<file path="config.mk">
export PLATFORM = sky130hd
export DESIGN_NAME = flip_idx_serializer
export DESIGN_NICKNAME = d
export VERILOG_FILES = /design/src/rtl/flip_idx_serializer_pkg.sv /design/src/rtl/flip_idx_serializer_lsb_picker.sv /design/src/rtl/flip_idx_serializer.sv
export SDC_FILE = /design/constraint.sdc
export NUM_CORES = 1
export LEC_CHECK = 0
export CAP_MARGIN = 20
export CORE_MARGIN = 5
export CORE_UTILIZATION = 30
export DETAILED_ROUTE_END_ITERATION = 7
export GPL_TIMING_DRIVEN = 1
export PLACE_DENSITY = 0.56
export SLEW_MARGIN = 20
export SYNTH_ARGS = -nofsm -noshare
export SYNTH_HDL_FRONTEND = slang
export SYNTH_SLANG_ARGS = --single-unit
</file>
<file path="constraint.sdc">
create_clock -name clk_i -period 13.8 [get_ports clk_i]
set_input_delay 4.14 -clock clk_i [delete_from_list [all_inputs] [get_ports clk_i]]
set_output_delay 4.14 -clock clk_i [all_outputs]
set_load 0.1 [all_outputs]
</file>
<file path="src/rtl/flip_idx_serializer_pkg.sv">
// flip_filter_pkg: shared types and width helpers for the flip-index serializer.
//   flip_ser_state_e : serializer FSM state (IDLE waits for a mask, DRAIN emits indices)
//   idx_width()      : bits needed to hold a spin index (at least 1)
//   cnt_width()      : bits needed to count 0..n beats
package flip_filter_pkg;

  typedef enum logic {
    IDLE  = 1'b0,
    DRAIN = 1'b1
  } flip_ser_state_e;

  function automatic int idx_width(input int n);
    return (n > 1) ? $clog2(n) : 1;
  endfunction

  function automatic int cnt_width(input int n);
    return $clog2(n + 1);
  endfunction

endpackage

</file>
<file path="src/rtl/flip_idx_serializer_lsb_picker.sv">
// flip_lsb_picker: combinational priority pick over a request mask.
//   mask   in  NUM_REQ  candidate bits
//   grant  out NUM_REQ  one-hot of the winning bit (all zero when mask is empty)
//   idx    out IW       index of the winning bit (0 when mask is empty)
//   onehot out 1        mask has exactly one bit set
// LSB_PRIORITY=1 picks the lowest set bit; 0 picks the highest by bit-reversing
// the mask, doing the same lowest-first search, and mapping the result back.
module flip_lsb_picker #(
  parameter int NUM_REQ      = 256,
  parameter int LSB_PRIORITY = 1,
  parameter int IW           = 8
) (
  input  logic [NUM_REQ-1:0] mask,
  output logic [NUM_REQ-1:0] grant,
  output logic [IW-1:0]      idx,
  output logic               onehot
);

  logic [NUM_REQ-1:0] ord_s;
  logic [NUM_REQ-1:0] grant_ord_s;
  logic [IW-1:0]      pos_s;
  logic               found_s;

  // Lowest-first search in "ordered" space, then map grant/index back to mask space.
  always_comb begin
    ord_s       = '0;
    grant_ord_s = '0;
    pos_s       = '0;
    found_s     = 1'b0;
    grant       = '0;
    idx         = '0;
    for (int i = 0; i < NUM_REQ; i++) begin
      if (LSB_PRIORITY != 0) begin
        ord_s[i] = mask[i];
      end else begin
        ord_s[i] = mask[NUM_REQ-1-i];
      end
    end
    for (int i = 0; i < NUM_REQ; i++) begin
      if (ord_s[i] && !found_s) begin
        found_s        = 1'b1;
        pos_s          = IW'(i);
        grant_ord_s[i] = 1'b1;
      end else begin
        found_s = found_s;
      end
    end
    for (int i = 0; i < NUM_REQ; i++) begin
      if (LSB_PRIORITY != 0) begin
        grant[i] = grant_ord_s[i];
      end else begin
        grant[i] = grant_ord_s[NUM_REQ-1-i];
      end
    end
    if (!found_s) begin
      idx = '0;
    end else if (LSB_PRIORITY != 0) begin
      idx = pos_s;
    end else begin
      idx = IW'(NUM_REQ - 1) - pos_s;
    end
  end

  // x & (x-1) clears the lowest set bit; zero result with non-zero x means exactly one bit.
  assign onehot = (mask != '0) && ((mask & (mask - NUM_REQ'(1))) == '0);

endmodule

</file>
<file path="src/rtl/flip_idx_serializer.sv">
// flip_idx_serializer: latches one flip mask and drains it one spin index per
// accepted beat in priority order, until the mask is empty or the per-mask flip
// budget is used up.
//   clk_i, rst_ni          clock; synchronous active-low reset
//   flush_i                abort current mask (no done pulse)
//   mask_valid_i/_ready_o  mask handshake (ready only in IDLE and not flushing)
//   mask_i                 flip mask, bit i = spin i wants to flip
//   idx_valid_o/_ready_i   index handshake; idx_o/last_o stable while stalled
//   idx_o, last_o          spin index and final-beat marker
//   done_o                 one-cycle pulse after a mask is finished
//   flip_cnt_o             beats accepted for the current/last mask
module flip_idx_serializer
  import flip_filter_pkg::*;
#(
  parameter int NUM_REQ      = 256,
  parameter int LSB_PRIORITY = 1,
  parameter int MAX_FLIPS    = 0
) (
  input  logic                         clk_i,
  input  logic                         rst_ni,
  input  logic                         flush_i,
  input  logic                         mask_valid_i,
  output logic                         mask_ready_o,
  input  logic [NUM_REQ-1:0]           mask_i,
  output logic                         idx_valid_o,
  input  logic                         idx_ready_i,
  output logic [$clog2(NUM_REQ)-1:0]   idx_o,
  output logic                         last_o,
  output logic                         done_o,
  output logic [$clog2(NUM_REQ+1)-1:0] flip_cnt_o
);

  localparam int IW = idx_width(NUM_REQ);
  localparam int CW = cnt_width(NUM_REQ);

  flip_ser_state_e    state_r;
  logic [NUM_REQ-1:0] mask_r;
  logic [CW-1:0]      cnt_r;
  logic               done_r;

  logic [NUM_REQ-1:0] grant_s;
  logic [IW-1:0]      pick_idx_s;
  logic               onehot_s;
  logic               budget_last_s;
  logic               beat_s;

  flip_lsb_picker #(
    .NUM_REQ      (NUM_REQ),
    .LSB_PRIORITY (LSB_PRIORITY),
    .IW           (IW)
  ) u_picker (
    .mask   (mask_r),
    .grant  (grant_s),
    .idx    (pick_idx_s),
    .onehot (onehot_s)
  );

  // A budget larger than the mask can never be reached, so it acts as unlimited.
  assign budget_last_s = (MAX_FLIPS != 0) && (int'(cnt_r) == MAX_FLIPS - 1);

  assign mask_ready_o = (state_r == IDLE) && !flush_i;
  assign idx_valid_o  = (state_r == DRAIN);
  assign last_o       = (state_r == DRAIN) && (onehot_s || budget_last_s);
  // mask_r is cleared whenever DRAIN is left, so idx_o reads 0 in IDLE.
  assign idx_o        = pick_idx_s;
  assign done_o       = done_r;
  assign flip_cnt_o   = cnt_r;
  assign beat_s       = idx_valid_o && idx_ready_i;

  // FSM, mask register, beat counter and done pulse; reset beats flush beats normal operation.
  always_ff @(posedge clk_i) begin
    if (!rst_ni) begin
      state_r <= IDLE;
      mask_r  <= '0;
      cnt_r   <= '0;
      done_r  <= 1'b0;
    end else if (flush_i) begin
      state_r <= IDLE;
      mask_r  <= '0;
      cnt_r   <= '0;
      done_r  <= 1'b0;
    end else begin
      done_r <= 1'b0;
      case (state_r)
        IDLE: begin
          if (mask_valid_i) begin
            mask_r <= mask_i;
            cnt_r  <= '0;
            if (mask_i == '0) begin
              done_r <= 1'b1;
            end else begin
              state_r <= DRAIN;
            end
          end
        end
        DRAIN: begin
          if (beat_s) begin
            cnt_r <= cnt_r + CW'(1);
            if (last_o) begin
              // Budget case may leave bits set; they are dropped here.
              state_r <= IDLE;
              mask_r  <= '0;
              done_r  <= 1'b1;
            end else begin
              mask_r <= mask_r & ~grant_s;
            end
          end
        end
        default: begin
          state_r <= IDLE;
          mask_r  <= '0;
          cnt_r   <= '0;
        end
      endcase
    end
  end

endmodule

</file>
### After elaboration in Yosys (flattened, before gate mapping)

Cells that the tools add are included.

| cells by class | value |
|---|---|
| reductions and logical operators | 520 |
| mux-type cells | 784 |
| add/sub/neg operators | 2 |
| div/mod/pow operators | 0 |
| bitwise gates (word level) | 5 |
| equality and inequality tests | 2 |
| shift-type cells | 0 |
| $mul | 0 |
| magnitude comparators | 0 |

Operators with widths:

| cell | number |
|---|---|
| two-way mux 8 bit | 129 |
| two-way mux 256 bit | 3 |
| two-way mux 1 bit | 520 |
| AND 256 bit | 2 |
| zero test 256 bit | 2 |
| one-hot mux 256 bit (2 select lines) | 1 |
| two-way mux 7 bit | 64 |
| logical AND 1 bit | 259 |
| zero test 1 bit | 256 |
| inverter 256 bit | 1 |
| nonzero test 256 bit | 1 |
| subtractor 256 x 1 -> 256 bit (second input constant) | 1 |
| two-way mux 6 bit | 32 |
| two-way mux 5 bit | 16 |
| two-way mux 4 bit | 8 |
| two-way mux 9 bit | 2 |
| one-hot mux 9 bit (2 select lines) | 1 |
| two-way mux 3 bit | 4 |
| adder 9 x 1 -> 9 bit (second input constant) | 1 |
| two-way mux 2 bit | 2 |
| one-hot mux 1 bit (2 select lines) | 2 |
| != test 2 x 1 -> 1 bit (second input constant) | 1 |
| != test 2 bit (second input constant) | 1 |
| inverter 1 bit | 2 |
| 2 further kinds | 2 |

| word-level totals | value |
|---|---|
| bits in read-only memories | 0 |
| memories | 0 |
| register bits after elaboration | 267 |
| bits of input ports | 261 |
| logic and storage cells | 1317 |
| bits in writable memories | 0 |
| latch bits | 0 |

### Depth between registers and ports, before layout

| depth | value |
|---|---|
| depth in word-level cells | 771 |
| mapped depth | 20 |

### Modules after synthesis

A second synthesis with hierarchy kept.

| second synthesis, totals | value |
|---|---|
| cell total of the unflattened synthesis | 2900 |
| area, all modules | 21085.2 sq um |

By module, submodules not included:

| module | times used | area each (sq um) | sequential area each (sq um) | cells each |
|---|---|---|---|---|
| flip_idx_serializer | 1 | 11833.8 | 5345.1 | 1310 |
| flip_lsb_picker | 1 | 9251.4 | 0.0 | 1590 |

### Worst setup path after synthesis

Ideal clock, no wire load.

| path | value |
|---|---|
| kind | register -> output |
| start | reg mask_r[38] |
| end | out last_o |
| cell stages (with the launch flop) | 14 |
| arrival | 6953 ps |
| setup slack | 2707 ps |
| cells stage by stage | dfxtp_1 > buf_2 > or4_4 > or4_4 > nor3_4 > nand4_4 > buf_2 > buf_2 > o41ai_1 > nand2_1 > a2111oi_0 > nand4b_1 > or4_1 > nor4b_1 |

| on the way | value |
|---|---|
| cells in the longest elaborated chain, start to end | 5 |

Ends and longest elaborated chain:

| what | RTL line | RTL |
|---|---|---|
| from (decl) | flip_idx_serializer.sv:37 | `logic [NUM_REQ-1:0] mask_r;` |
| from (signal assigned) | flip_idx_serializer.sv:87 | `mask_r <= mask_i;` |
| from (signal assigned) | flip_idx_serializer.sv:105 | `mask_r <= mask_r & ~grant_s;` |
| subtractor 256 x 1 -> 256 bit | flip_idx_serializer_lsb_picker.sv:65 | `assign onehot = (mask != '0) && ((mask & (mask - NUM_REQ'(1))) == '0);` |
| AND 256 bit | flip_idx_serializer_lsb_picker.sv:65 |  |
| zero test 256 bit | flip_idx_serializer_lsb_picker.sv:65 |  |
| logical AND 1 bit (*) | flip_idx_serializer_lsb_picker.sv:65 |  |
| logical AND 1 bit (*) | flip_idx_serializer.sv:63 | `assign last_o = (state_r == DRAIN) && (onehot_s \|\| budget_last_s);` |
| to (decl) | flip_idx_serializer.sv:28 | `output logic last_o,` |

Mark *: on every way between the ends. The rest lies on a longest branch, timed or not.

### Worst setup path in the final report

| path | value |
|---|---|
| start | reg mask_r[1] |
| end | out last_o |

The elaborated chain is that of the path after synthesis.

==> results.txt <==
setup repair bufs after CTS: 0
CP max stage delay: 1.26 ns
max cap viols: 0
commonest cells in the netlist: nor2_1, dfxtp_1, a21oi_1
Core Rows: 93
maximum clock frequency: 0.0780 GHz
TritonCTS Buffers: 35
Power per Cell Area: 105 nW/um2
Final Cycle Share: 92.9%
Hold WC Path Type: flip-flop to flip-flop
Fin. Hold Viols: 0
CTS tree: done
Worst-path clk slew: 0.06 ns
synthesized area: 19500 um2
All-Layer GR Usage: 34.1%
Post-synth EDFFs: 0
Die X: 265 um
top cells by area, synth: dfxtp_1, a22oi_1, a21oi_1, nor2_1, nor4_1
Critical Path Most Common Cell: nor4_2
switching power: 915 uW
Yosys top cell by area: dfxtp_1
Critical Path, Cell by Cell: nor4_2 > and4_1 > nand2_1 > or3_1 > buf_4 > o41ai_1 > o2111ai_1 > a2111oi_0 > nand3_1 > nor4_2 > nor4b_1 > clkdlybuf4s50_1
Area Growth Syn to Fin: 23.7%
Post-Syn Instances: 2737
first-pass GRT wire length: 179000 um
Root Buffer: clkbuf_16
Critical Path End Type: output port
startpoint of the worst register-to-register path: mask_r[1]
Comb power frac: 26.6%
RSZ-0062 raised after global routing: no
Synth async-reset ratio: 0%
fin nets: 3119
Worst setup SP type: flip-flop
DRT Wirelength: 127000 um
Synthesized Nets: 2999
Critical Path AT: 8.68 ns
Detailed Place HPWL: 98200 um
Slew Limit Fails: 0
initial core utilization: 30.3%
Mean Syn Cell Area: 7.13 um2
Resize count post-CTS: 0
Tmin final: 12.82 ns
htree depth: 2
family with the most delay on the worst path: simple AND/OR/NAND/NOR gates
worst hold path startpoint: mask_r[116]
io pins: 282
Leakage Power: 7.50 nW
CP bufs+invs: 2
setup violators final: 0
worst hold margin: 0.548 ns
status: complete, no violations
routability cong.: 1.06
maximum vdd drop: 0.0835 mV
skew final: 0.0249 ns
largest net degree at the start of global routing: 186
relative slew slack: 20.0%
Final ANT Viol Nets: 0
worst slew pin tran: 1.18 ns
register area share after synthesis: 27.4%
drt first pass iters: 8
WL/cell: 34.0 um
Fin Setup TNS: 0 ns
worst setup path start: mask_r[1]
WS Path Type: flip-flop to output port
switch share: 36.1%
post-synth top area share: 27.4%
vias in the first global route: 23800
CP max-delay cell: clkdlybuf4s50_1
Yosys cell types: 85
vias: 25600
Die Ht: 265 um
Crit Path Max Fanout: 46
total gr overflow: 0
# DRC: 0
Synth Flop Type: dfxtp_1
Max Buffers Root-to-Sink: 3
CP Data Required Time: 9.66 ns
Port Buffer Count: 281
Yosys reg bits: 267
Hold-fix buffers, CTS: 0
Int Pwr: 1.62 mW
synth warn: 0
Sequential Power Share: 33.6%
r2r setup slk: 5.69 ns
Iteration-0 DRC Markers: 3927
antenna violations before repair: 8
layout cells sized above 1: 5.89%
clock power share: 39.7%
most common cell in the netlist: nor2_1
clk sink count: 267
core area: 64500 um2
post-DR vias/cell: 6.84
clock insertion delay at the later pin of the skew report: 0.57 ns
Die Area: 70200 um2
[logic make-up (layout without fill, tap and decap cells)]
group,Yosys count,after routing,share of synthesized area (%)
DFF,267,267,27.4
buffers and inverters,313,460,6.25
other,0,3,0
xor gates and xnor gates,5,5,0.224
AOI/OAI and AO/OA,1007,1007,35.0
and+or+nand+nor,1139,1139,30.8
adders and majority gates,5,5,0.269
muxes,1,1,0.0513
[power by group through the flow]
stage	logic [mW]	clock network, mW	registers, mW
CTS	0.652	1.02	0.849
floorplan	0.368	0	0.832
finish	0.674	1.01	0.852
global route	0.697	1.04	0.855
global placement	0.652	0	0.864
detailed placement	0.649	0	0.865
[registers in the layout, summed over array words and instances, names as in the netlist]
name	flops
mask_r	256
flip_cnt_o	9
done_o	1
idx_valid_o	1
[cell type report]
cell class / instances / area (um2)
Inverter: 67 / 251
Sequential cell: 267 / 5350
Clock inverter: 18 / 233
Fill cell: 6824 / 40300
Timing Repair Buffer: 329 / 3190
Multi-Input combinational cell: 2157 / 13000
Clock buffer: 46 / 988
Tap cell: 855 / 1070
Antenna cell: 3 / 7.51
[metal layers]
layer | routed length (um) | track usage, % | vias up
met2 | 54300 | 52.0 | 1720
met3 | 12900 | 6.78 | 310
met5 | 53 | 0 | -
met4 | 6860 | 14.0 | 8
met1 | 53100 | 47.1 | 12500
li1 | - | - | 11000
[path summary, 6_finish.rpt]
kind              cells past startpoint           to
setup / recovery                     12       last_o
hold / removal                        2  mask_r[116]
setup reg to reg                     15  mask_r[181]
hold reg to reg                       2  mask_r[116]
[worst reg2reg max path, stage by stage, from the launching register on]
cell	delay [ns]
dfxtp_1	0.40
nor4_2	0.67
and4_1	0.58
nand2_1	0.55
or3_1	0.54
buf_4	0.32
o41ai_1	0.99
o2111ai_1	0.42
a2111oi_0	0.94
nand3_1	0.31
nor4_2	0.49
nand2_1	0.37
o211ai_1	0.74
buf_4	0.32
buf_4	0.26
o21ai_0	0.13
[placed cells by master (no fill, tap or decap), drive strengths merged, types with 48 or more instances in the layout]
master	instances
clkdlybuf4s50	281
buf	48
nor3	101
or3	50
nand4	79
o22ai	66
o21ai	118
dfxtp	267
inv	68
nand2	168
a22oi	211
nor2	278
o31ai	53
nor4	148
nand3	152
a21oi	266
[through the flow]
stage / utilization, % / total power, mW / instances / setup slack (ns) / instance area, um2
floorplan: - / 1.20 / 2737 / 2.71 / 19500
global placement: 35.4 / 1.52 / 3670 / 1.84 / 22800
detailed placement: 35.5 / 1.51 / 3675 / 1.82 / 22900
CTS: 37.4 / 2.52 / 3739 / 1.22 / 24100
global route: 37.4 / 2.60 / 3739 / 0.803 / 24100
finish: 37.4 / 2.53 / 3742 / 0.984 / 24100
(Power assumes the default switching activity.)
